**config.mk**
```make
export PLATFORM = sky130hd
export DESIGN_NAME = branch_predict_unit
export DESIGN_NICKNAME = d
export VERILOG_FILES = /design/src/rtl/branch_predict_unit.sv
export SDC_FILE = /design/constraint.sdc
export NUM_CORES = 1
export LEC_CHECK = 0
export BUFFER_PORTS_ARGS = -buffer_cell sky130_fd_sc_hd__buf_2
export CORE_ASPECT_RATIO = 1.1
export CORE_UTILIZATION = 45
export CTS_CLUSTER_SIZE = 24
export DETAILED_ROUTE_END_ITERATION = 8
export GPL_ROUTABILITY_DRIVEN = 0
export SYNTH_ARGS = -nofsm -noshare
export SYNTH_HDL_FRONTEND = slang
export SYNTH_HIERARCHICAL = 1
export SYNTH_SLANG_ARGS = --single-unit
```
**constraint.sdc**
```tcl
create_clock -name clk -period 2.15 [get_ports clk]
set_clock_uncertainty 0.2 [all_clocks]
set_input_delay 0.1075 -clock clk [delete_from_list [all_inputs] [get_ports clk]]
set_output_delay 0.1075 -clock clk [all_outputs]
set_load 0.05 [all_outputs]
```
**src/rtl/branch_predict_unit.sv**
```systemverilog
// Branch direction predictor and resolver. A PC-indexed table of saturating counters
// is read in Fetch and trained in Execute; redirect select and perf counters come from Execute.

module bht_cell #(
    parameter int CNT_W = 2
) (
    input  logic             clk,
    input  logic             rst_n,
    input  logic             we,
    input  logic             up,
    output logic [CNT_W-1:0] cnt
);
    // Weakly-not-taken start point; for a 1-bit counter this is 0.
    localparam logic [CNT_W-1:0] RST_VAL = CNT_W'((2 ** (CNT_W - 1)) - 1);

    always_ff @(posedge clk or negedge rst_n) begin
        if (!rst_n) begin
            cnt <= RST_VAL;
        end else if (we) begin
            if (up && cnt != '1)
                cnt <= cnt + 1'b1;
            else if (!up && cnt != '0)
                cnt <= cnt - 1'b1;
        end
    end
endmodule

module branch_predict_unit #(
    parameter int XLEN        = 32,
    parameter int BHT_ENTRIES = 64,
    parameter int CNT_W       = 2,
    parameter int STAT_W      = 16
) (
    input  logic              clk,
    input  logic              rst_n,
    input  logic [XLEN-1:0]   PCF,
    output logic              PredTakenF,
    input  logic [XLEN-1:0]   PCE,
    input  logic              PredTakenE,
    input  logic              ValidE,
    input  logic              StallE,
    input  logic [2:0]        BranchE,
    input  logic [1:0]        JumpE,
    input  logic              ZeroE,
    input  logic              ResSignE,
    input  logic              BorrowE,
    output logic [1:0]        PCSrcE,
    output logic              FlushE,
    output logic [STAT_W-1:0] BranchCnt,
    output logic [STAT_W-1:0] MispredCnt
);
    localparam int IDX_W = $clog2(BHT_ENTRIES);

    logic [BHT_ENTRIES-1:0][CNT_W-1:0] bht;
    logic [IDX_W-1:0] idx_f, idx_e;
    logic             active, is_br, taken, train;

    assign idx_f = PCF[IDX_W+1:2];
    assign idx_e = PCE[IDX_W+1:2];

    // Byte offset and aliasing bits are intentionally not part of the index.
    logic unused_pc;
    assign unused_pc = ^{PCF[XLEN-1:IDX_W+2], PCF[1:0], PCE[XLEN-1:IDX_W+2], PCE[1:0]};

    // Read sees only the registered table, so a same-edge update is not bypassed.
    assign PredTakenF = bht[idx_f][CNT_W-1];

    assign active = ValidE & ~StallE;
    assign is_br  = (BranchE != 3'b000) && (BranchE != 3'b111);
    assign train  = active & is_br;

    always_comb begin
        taken = 1'b0;
        case (BranchE)
            3'b001:  taken = ZeroE;
            3'b010:  taken = ~ZeroE;
            3'b011:  taken = ResSignE;
            3'b100:  taken = ~ResSignE;
            3'b101:  taken = BorrowE;
            3'b110:  taken = ~BorrowE;
            default: taken = 1'b0;
        endcase
    end

    always_comb begin
        PCSrcE = 2'b00;
        if (active) begin
            if (is_br) begin
                if (taken && !PredTakenE)
                    PCSrcE = 2'b01;
                else if (!taken && PredTakenE)
                    PCSrcE = 2'b11;
            end else if (JumpE == 2'b11) begin
                PCSrcE = 2'b01;
            end else if (JumpE == 2'b10) begin
                PCSrcE = 2'b10;
            end
        end
    end

    assign FlushE = (PCSrcE != 2'b00);

    for (genvar i = 0; i < BHT_ENTRIES; i++) begin : g_bht
        bht_cell #(.CNT_W(CNT_W)) u_cell (
            .clk   (clk),
            .rst_n (rst_n),
            .we    (train && (idx_e == IDX_W'(i))),
            .up    (taken),
            .cnt   (bht[i])
        );
    end

    // Perf counters stick at all-ones rather than wrapping.
    always_ff @(posedge clk or negedge rst_n) begin
        if (!rst_n) begin
            BranchCnt  <= '0;
            MispredCnt <= '0;
        end else if (train) begin
            if (BranchCnt != '1)
                BranchCnt <= BranchCnt + 1'b1;
            if ((taken != PredTakenE) && (MispredCnt != '1))
                MispredCnt <= MispredCnt + 1'b1;
        end
    end
endmodule

```
==> results of run 1 <==
## worst paths after layout
path                                    startpoint                       to  slack (ns)  cells past startpoint
setup / recovery           g_bht[33].u_cell/cnt[1]               PredTakenF       -0.35                      6
hold / removal                               rst_n  g_bht[42].u_cell/cnt[1]       -0.05                      2
setup reg to reg                      BranchCnt[8]             BranchCnt[9]        0.14                      5
hold reg to reg             g_bht[9].u_cell/cnt[0]   g_bht[9].u_cell/cnt[0]        0.28                      1
max in group asynchronous                    rst_n             BranchCnt[2]        1.13                      3
min in group clk                            PCE[5]  g_bht[14].u_cell/cnt[0]        0.09                      5
## state kept, by name, indices dropped and copies added, names as in the netlist
name / flops
MispredCnt: 16
g_bht.u_cell/cnt: 128
BranchCnt: 16
## layout by cell type, fill, tap and decap left out, drive strengths merged, types with 19 or more instances in the layout
| cell | instances |
|---|---|
| nand2 | 27 |
| nand3 | 19 |
| mux2i | 69 |
| nor2 | 76 |
| nand2b | 66 |
| clkbuf | 23 |
| dfrtp | 96 |
| a21o | 65 |
| a22o | 64 |
| dfstp | 64 |
| a21boi | 65 |
| o21ai | 67 |
| buf | 162 |
## metrics by stage
| stage | setup slack [ns] | util | cells | hold slack (ns) | TNS (ns) |
|---|---|---|---|---|---|
| 6_report | -0.354 | 0.567 | 1243 | -0.0511 | -0.354 |
| 5_1_grt | -0.455 | 0.567 | 1243 | 0.00732 | -0.455 |
| 4_1_cts | -0.378 | 0.563 | 1236 | 0.0664 | -0.378 |
| 3_5_place_dp | -0.301 | 0.531 | 1197 | -0.162 | -19.21 |
| 3_3_place_gp | -0.221 | 0.531 | 1197 | -0.166 | -7.83 |
| 2_1_floorplan | -1.10 | - | 813 | -0.388 | -133.81 |
## power by group
part	leakage, nW	internal (W)	switching, W
Sequential	1.98	0.00328	0.000200
Combinational	2.87	0.000463	0.000821
Clock	0.257	0.00168	0.00124
## what timing repair did
action | CTS | global route
resized for setup | 6 | 8
hold buffers | 2 | 0
setup endpoints to repair | 1 | 43
setup buffers | 5 | 7
hold endpoints to repair | 119 | 0
pin swaps | 4 | 2
cloned | 0 | 0
## kinds of logic after synthesis
group / synth area share
XOR/XNOR: 0.0288
buffers and inverters: 0.0130
adder cells (fa/ha/maj): 0.00425
AO/OA/AOI/OAI: 0.225
flip-flops: 0.463
multiplexers: 0.126
AND/OR/NAND/NOR: 0.140
## layout make-up
cell class	count	area, um2
fill	1623	8300
multi-input combinational	634	4660
sequential	160	4090
timing repair buffer	163	1220
clock buffer	23	478
tap	247	309
clock inverter	9	85.1
inverter	6	26.3
antenna	1	2.50
## critical path, cell delays in order (launching register included)
cell and delay (ns):
dfrtp_1 0.40, mux4_1 0.57, mux2i_1 0.20, and3_1 0.18
a2bb2oi_1 0.18, nor3_2 0.08, buf_6 0.16
## routing by layer
layer	vias up	GRT usage	share of wire
li1	3361	-	-
met1	3550	0.301	0.46
met2	129	0.380	0.49
met3	28	0.0309	0.030
met4	0	0.0876	0.017
met5	-	0	0
==> summary.txt, run 1 <==
Synth
  • Post-synth cell types: around 50
  • Prevailing post-synth register cell: dfrtp_1
  • Netlist Area Pre-Place: 8830 um2
  • Mapped Cells: 813
  • Syn_nets: 893
  • Synth top area share: 0.272
  • Top cells by area, synth: dfrtp_1 27%, dfstp_2 19%, mux2i_1 7.8%, a22o_1 6.3%, a21boi_0 5.5%
  • Synth warn: 6
  • Post-synth EDFFs: 0
  • Cell accounting for the most synthesized area: dfrtp_1
  • Yosys reg bits: 160
  • Top post-synthesis cells by count: 96 x dfrtp_1, 76 x nor2_1, 69 x mux2i_1, 66 x nand2b_1
  • Asr flop ratio synth: 1.00
  • Most common cell in the netlist: dfrtp_1
  • Syn Area/Cell: approximately 11 um2
  • Register area share after synthesis: 0.463

Global routing
  • First-pass GRT wire length: 36000 um
  • Initial antenna violation count: 1
  • Number of global-route vias before repair: 7258
  • Largest net degree at the start of global routing: 61
  • Total gr overflow: 0
  • GRT Util Overall: 0.228

Place
  • HPWL after DPL: 15300 um
  • Buffers added on ports: 60
  • DP Area: 10200 um2

Floorplanning
  • Die height: 149 um
  • Initial Util: 0.461
  • IO Pins: between 100 and 150
  • Core area: roughly 19000 um2
  • Die Width: 136 um
  • Total die area: 20200 um2
  • Rows: 53

Setup path
  • Crit path kind: reg -> out
  • CP arrival: 2.20 ns
  • Crit path launch type: flip-flop
  • CP Max Fanout: 2
  • Worst EP required: 1.84 ns
  • CP Capture Type: output port

Drt
  • Routed length per instance: ~18 um
  • Router iterations before antenna repair: 5
  • Routed WL: 21800 um
  • Final ANT Viol Nets: 0
  • DRC Markers: 0
  • Vias/cell: 5.69
  • Via count: 7068
  • Initial DRC count: 397

CTS
  • Clock Path Buffers: 2
  • Worst-skew pair later-pin latency: 0.43 ns
  • Clock net sink count: 160
  • Maximum level of the CTS H-tree: 4
  • CTS buffer count: 17
  • CTS tree: built
  • Clk slew on worst S/H paths: 0.06 ns
  • Root buffer cell: clkbuf_16

Layout
  • Area growth, synth to finish: 23.1%
  • Share of cells above drive strength 1: 0.287
  • Final #Nets: 1062
  • Final Instance Area: 10900 um2

STA
  • RSZ-0062 raised after global routing: yes
  • Fmax: 399 MHz
  • Hold Violations, Final: 21
  • Part of the cycle the worst path needs: 1.16
  • Final Critical Period: 2.50 ns
  • Slew @ Worst Pin: 0.814 ns
  • WHS: -0.0511 ns
  • Final Setup Violations: 1
  • Final WS setup: -0.354 ns
  • Worst relative slew slack: 0.457
  • Slew Viols, Final: 0

Pwr
  • Maximum VDD drop: 0.639 mV
  • Pwr dens: 707 nW/um2
  • Leakage dissipation: between 5 and 6 nW
  • PnR Total Power: 0.00769 W

Status
  • Failing checks: negative hold slack, negative setup slack
  • Status: complete, but fails checks

Flow run
  • Max-cap violations: 0

Hold path
  • Worst hold path type: in -> async
Power figures use the tool's default switching activity.
==> run 2: changes to the inputs <==
--- a/config.mk
+++ b/config.mk
@@ -7,10 +7,11 @@
 export LEC_CHECK = 0
 export BUFFER_PORTS_ARGS = -buffer_cell sky130_fd_sc_hd__buf_2
 export CORE_ASPECT_RATIO = 1.1
-export CORE_UTILIZATION = 45
+export CORE_UTILIZATION = 59
 export CTS_CLUSTER_SIZE = 24
 export DETAILED_ROUTE_END_ITERATION = 8
 export GPL_ROUTABILITY_DRIVEN = 0
+export PLACE_DENSITY = 0.81
 export SYNTH_ARGS = -nofsm -noshare
 export SYNTH_HDL_FRONTEND = slang
 export SYNTH_HIERARCHICAL = 1
==> run 2 against run 1 <==
Effect of this change:
- the run still ends with negative hold slack, negative setup slack left
- non-clock buffer count down 14
- sequential share of layout area is 0.37 points higher
- critical path depth stayed put
- largest cell class unchanged
- cell count fell by 5.6%
- worst hold slack worse by 0.0017 ns
- fmax shrank 1.6%
- via count is 2.3% higher
- sequential cell count is the same
- first-iteration DRC count rose by 36%
- count of clock-buffer cells in the layout is 1 lower
- critical path type unchanged
- setup slack got worse by 0.041 ns
- core utilization is 17 points higher
==> summary.txt, run 2 (synthesis results as in run 1) <==
Status
  • Status: complete, but fails checks
  • Failing checks: negative hold slack, negative setup slack

Layout
  • Top reg by flops: g_bht.u_cell/cnt
  • Max reg flops: 128 (unchanged)
  • Final #Nets: 1048 (-1.3%)
  • Final Util: 0.742 (+0.175)
  • Fill cell count: 991 (-39%)
  • Area growth, synth to finish: 21.8%
  • Commonest non-fill, non-tap cell in the layout: dfrtp_1
  • Top Registers: g_bht.u_cell/cnt (128), BranchCnt (16), MispredCnt (16)
  • Final Instance Area: 10800 um2 (-1.0%)
  • Commonest non-fill, non-tap cells in the layout: 96 x dfrtp_1, 81 x buf_4, 76 x nor2_1, 69 x mux2i_1, 66 x nand2b_1
  • Share of cells above drive strength 1: 0.276 (-0.0112)
  • ANT cells: 0 (-1)

Floorplanning
  • IO Pins: 113 (unchanged)
  • Rows: 46 (-13%)
  • Core area: 14500 um2 (-24%)
  • Die Width: 119 um (-12%)
  • Total die area: 15500 um2 (-23%)
  • Initial Util: 0.609 (+0.148)
  • Die height: 130 um (-12%)

CTS
  • CTS buffer count: 17 (unchanged)
  • Clock net sink count: 160 (unchanged)
  • Root buffer cell: clkbuf_16
  • CTS tree: built
  • Maximum level of the CTS H-tree: 4 (unchanged)
  • Clk slew on worst S/H paths: 0.06 ns (about the same)
  • Clock Path Buffers: 2 (unchanged)
  • Worst-skew pair later-pin latency: 0.44 ns (about the same)

Drt
  • DRC Markers: 0 (unchanged)
  • Via count: 7228 (+2.3%)
  • Routed length per instance: 18.4 um (+5.4%)
  • Final ANT Viol Nets: 0 (unchanged)
  • Initial DRC count: 541 (+36%)
  • Routed WL: 21600 um (-0.56%)
  • Router iterations before antenna repair: 5 (unchanged)
  • Vias/cell: 6.16 (+8.4%)

Setup path
  • Worst-path cell chain: mux4_1 -> mux2i_1 -> nor2_1 -> nor4_2 -> nor3_2 -> buf_6
  • Crit path launch type: flip-flop
  • Crit path kind: reg -> out
  • CP Max Fanout: 5 (+3)
  • Slowest stage delay, CP: 0.52 ns (-0.05 ns)
  • Worst EP required: 1.84 ns (about the same)
  • CP Capture Type: output port
  • CP arrival: 2.24 ns (+0.04 ns)
  • CP max stage cell: mux4_1

Global routing
  • First-pass GRT wire length: 36300 um (+0.88%)
  • GRT Util Overall: 0.299 (+0.0705)
  • Number of global-route vias before repair: 7468 (+2.9%)
  • Initial antenna violation count: 0 (-1)
  • Total gr overflow: 0 (unchanged)
  • Largest net degree at the start of global routing: 57 (-6.6%)

STA
  • Setup TNS: -0.395 ns (-0.0411 ns)
  • Part of the cycle the worst path needs: 1.18 (+0.0191)
  • Final Critical Period: 2.54 ns (+0.0411 ns)
  • Hold Violations, Final: 20 (-4.8%)
  • Fmax: 393 MHz (-1.6%)
  • Final Setup Violations: 1 (unchanged)
  • RSZ-0062 raised after global routing: yes
  • Final WS setup: -0.395 ns (-0.0411 ns)
  • Worst relative slew slack: 0.511 (+0.0536)
  • Slew Viols, Final: 0 (unchanged)
  • Slew @ Worst Pin: 0.734 ns (-0.0804 ns)
  • WHS: -0.0528 ns (-0.00167 ns)

Flow run
  • Max-cap violations: 0 (unchanged)

Place
  • HPWL after DPL: 14600 um (-4.4%)
  • Buffers added on ports: 60 (unchanged)
  • DP Area: 10000 um2 (-1.4%)

Pwr
  • Maximum VDD drop: 0.778 mV (+22%)
  • Pwr dens: 738 nW/um2 (+4.3%)
  • PnR Total Power: 0.00794 W (+3.3%)
  • Leakage dissipation: 5.09 nW (-0.36%)

Hold path
  • Worst hold path type: in -> async
run 2: changes by cell type in the layout (fill, tap and decap cells not counted), moves of 3 or more:
cell and change:
clkinvlp_4 -3, buf_4 -12, mux4_2 -3, mux4_1 +3
run 2: path summary, 6_finish.rpt:
check | startpoint | end | slack, ns | cells past startpoint
worst max-delay path | g_bht[26].u_cell/cnt[1] | PredTakenF | -0.39 | 6
worst min-delay path | rst_n | g_bht[43].u_cell/cnt[1] | -0.05 | 2
worst max register to register | BranchCnt[7] | BranchCnt[1] | 0.08 | 4
worst min register to register | g_bht[45].u_cell/cnt[0] | g_bht[45].u_cell/cnt[0] | 0.28 | 1
max in group asynchronous | rst_n | g_bht[25].u_cell/cnt[0] | 1.04 | 3
min in group clk | PCE[5] | g_bht[45].u_cell/cnt[0] | 0.09 | 5
run 2: per-layer routing:
layer,track usage,wire length [um],up-vias
met4,0.124,482,0
met3,0.0608,1110,46
met5,0,0,-
li1,-,-,3343
met1,0.367,8910,3618
met2,0.520,11100,221
run 2: through the flow:
| step | worst slack (ns) | cells |
|---|---|---|
| 6_report | -0.395 | 1173 |
| 3_5_place_dp | -0.273 | 1136 |
| 3_3_place_gp | -0.207 | 1136 |
| 5_1_grt | -0.466 | 1173 |
| 4_1_cts | -0.434 | 1172 |
| 2_1_floorplan | -1.10 | 813 |
run 2: layout make-up:
type	instances	area, um2	share of cell area
timing repair buffer	149	1100	0.102
clock buffer	22	484	0.0450
tap	192	240	0.0223
clock inverter	10	133	0.0123
sequential	160	4080	0.380
multi-input combinational	634	4690	0.436
inverter	6	26.3	0.00244
run 2: worst max-delay path: cells and delay by family, from the launching register on:
| kind | cells | cell delay, ns |
|---|---|---|
| multiplexers | 2 | 0.70 |
| buffers and inverters | 1 | 0.17 |
| flip-flops | 1 | 0.45 |
| AND/OR/NAND/NOR | 3 | 0.48 |
run 2: power by group:
group	switching, W	internal, W	total (W)
sequential	0.000205	0.00328	0.00349
clock	0.00123	0.00194	0.00317
combinational	0.000824	0.000458	0.00128
run 2: repair_timing:
| item | CTS | global route |
|---|---|---|
| setup buffers | 1 | 2 |
| endpoints found under the hold margin | 116 | 0 |
| pin swaps | 4 | 4 |
| hold buffers | 3 | 0 |
| gates resized for setup | 4 | 13 |
| endpoints found under the setup margin | 2 | 52 |
| cloned | 0 | 0 |
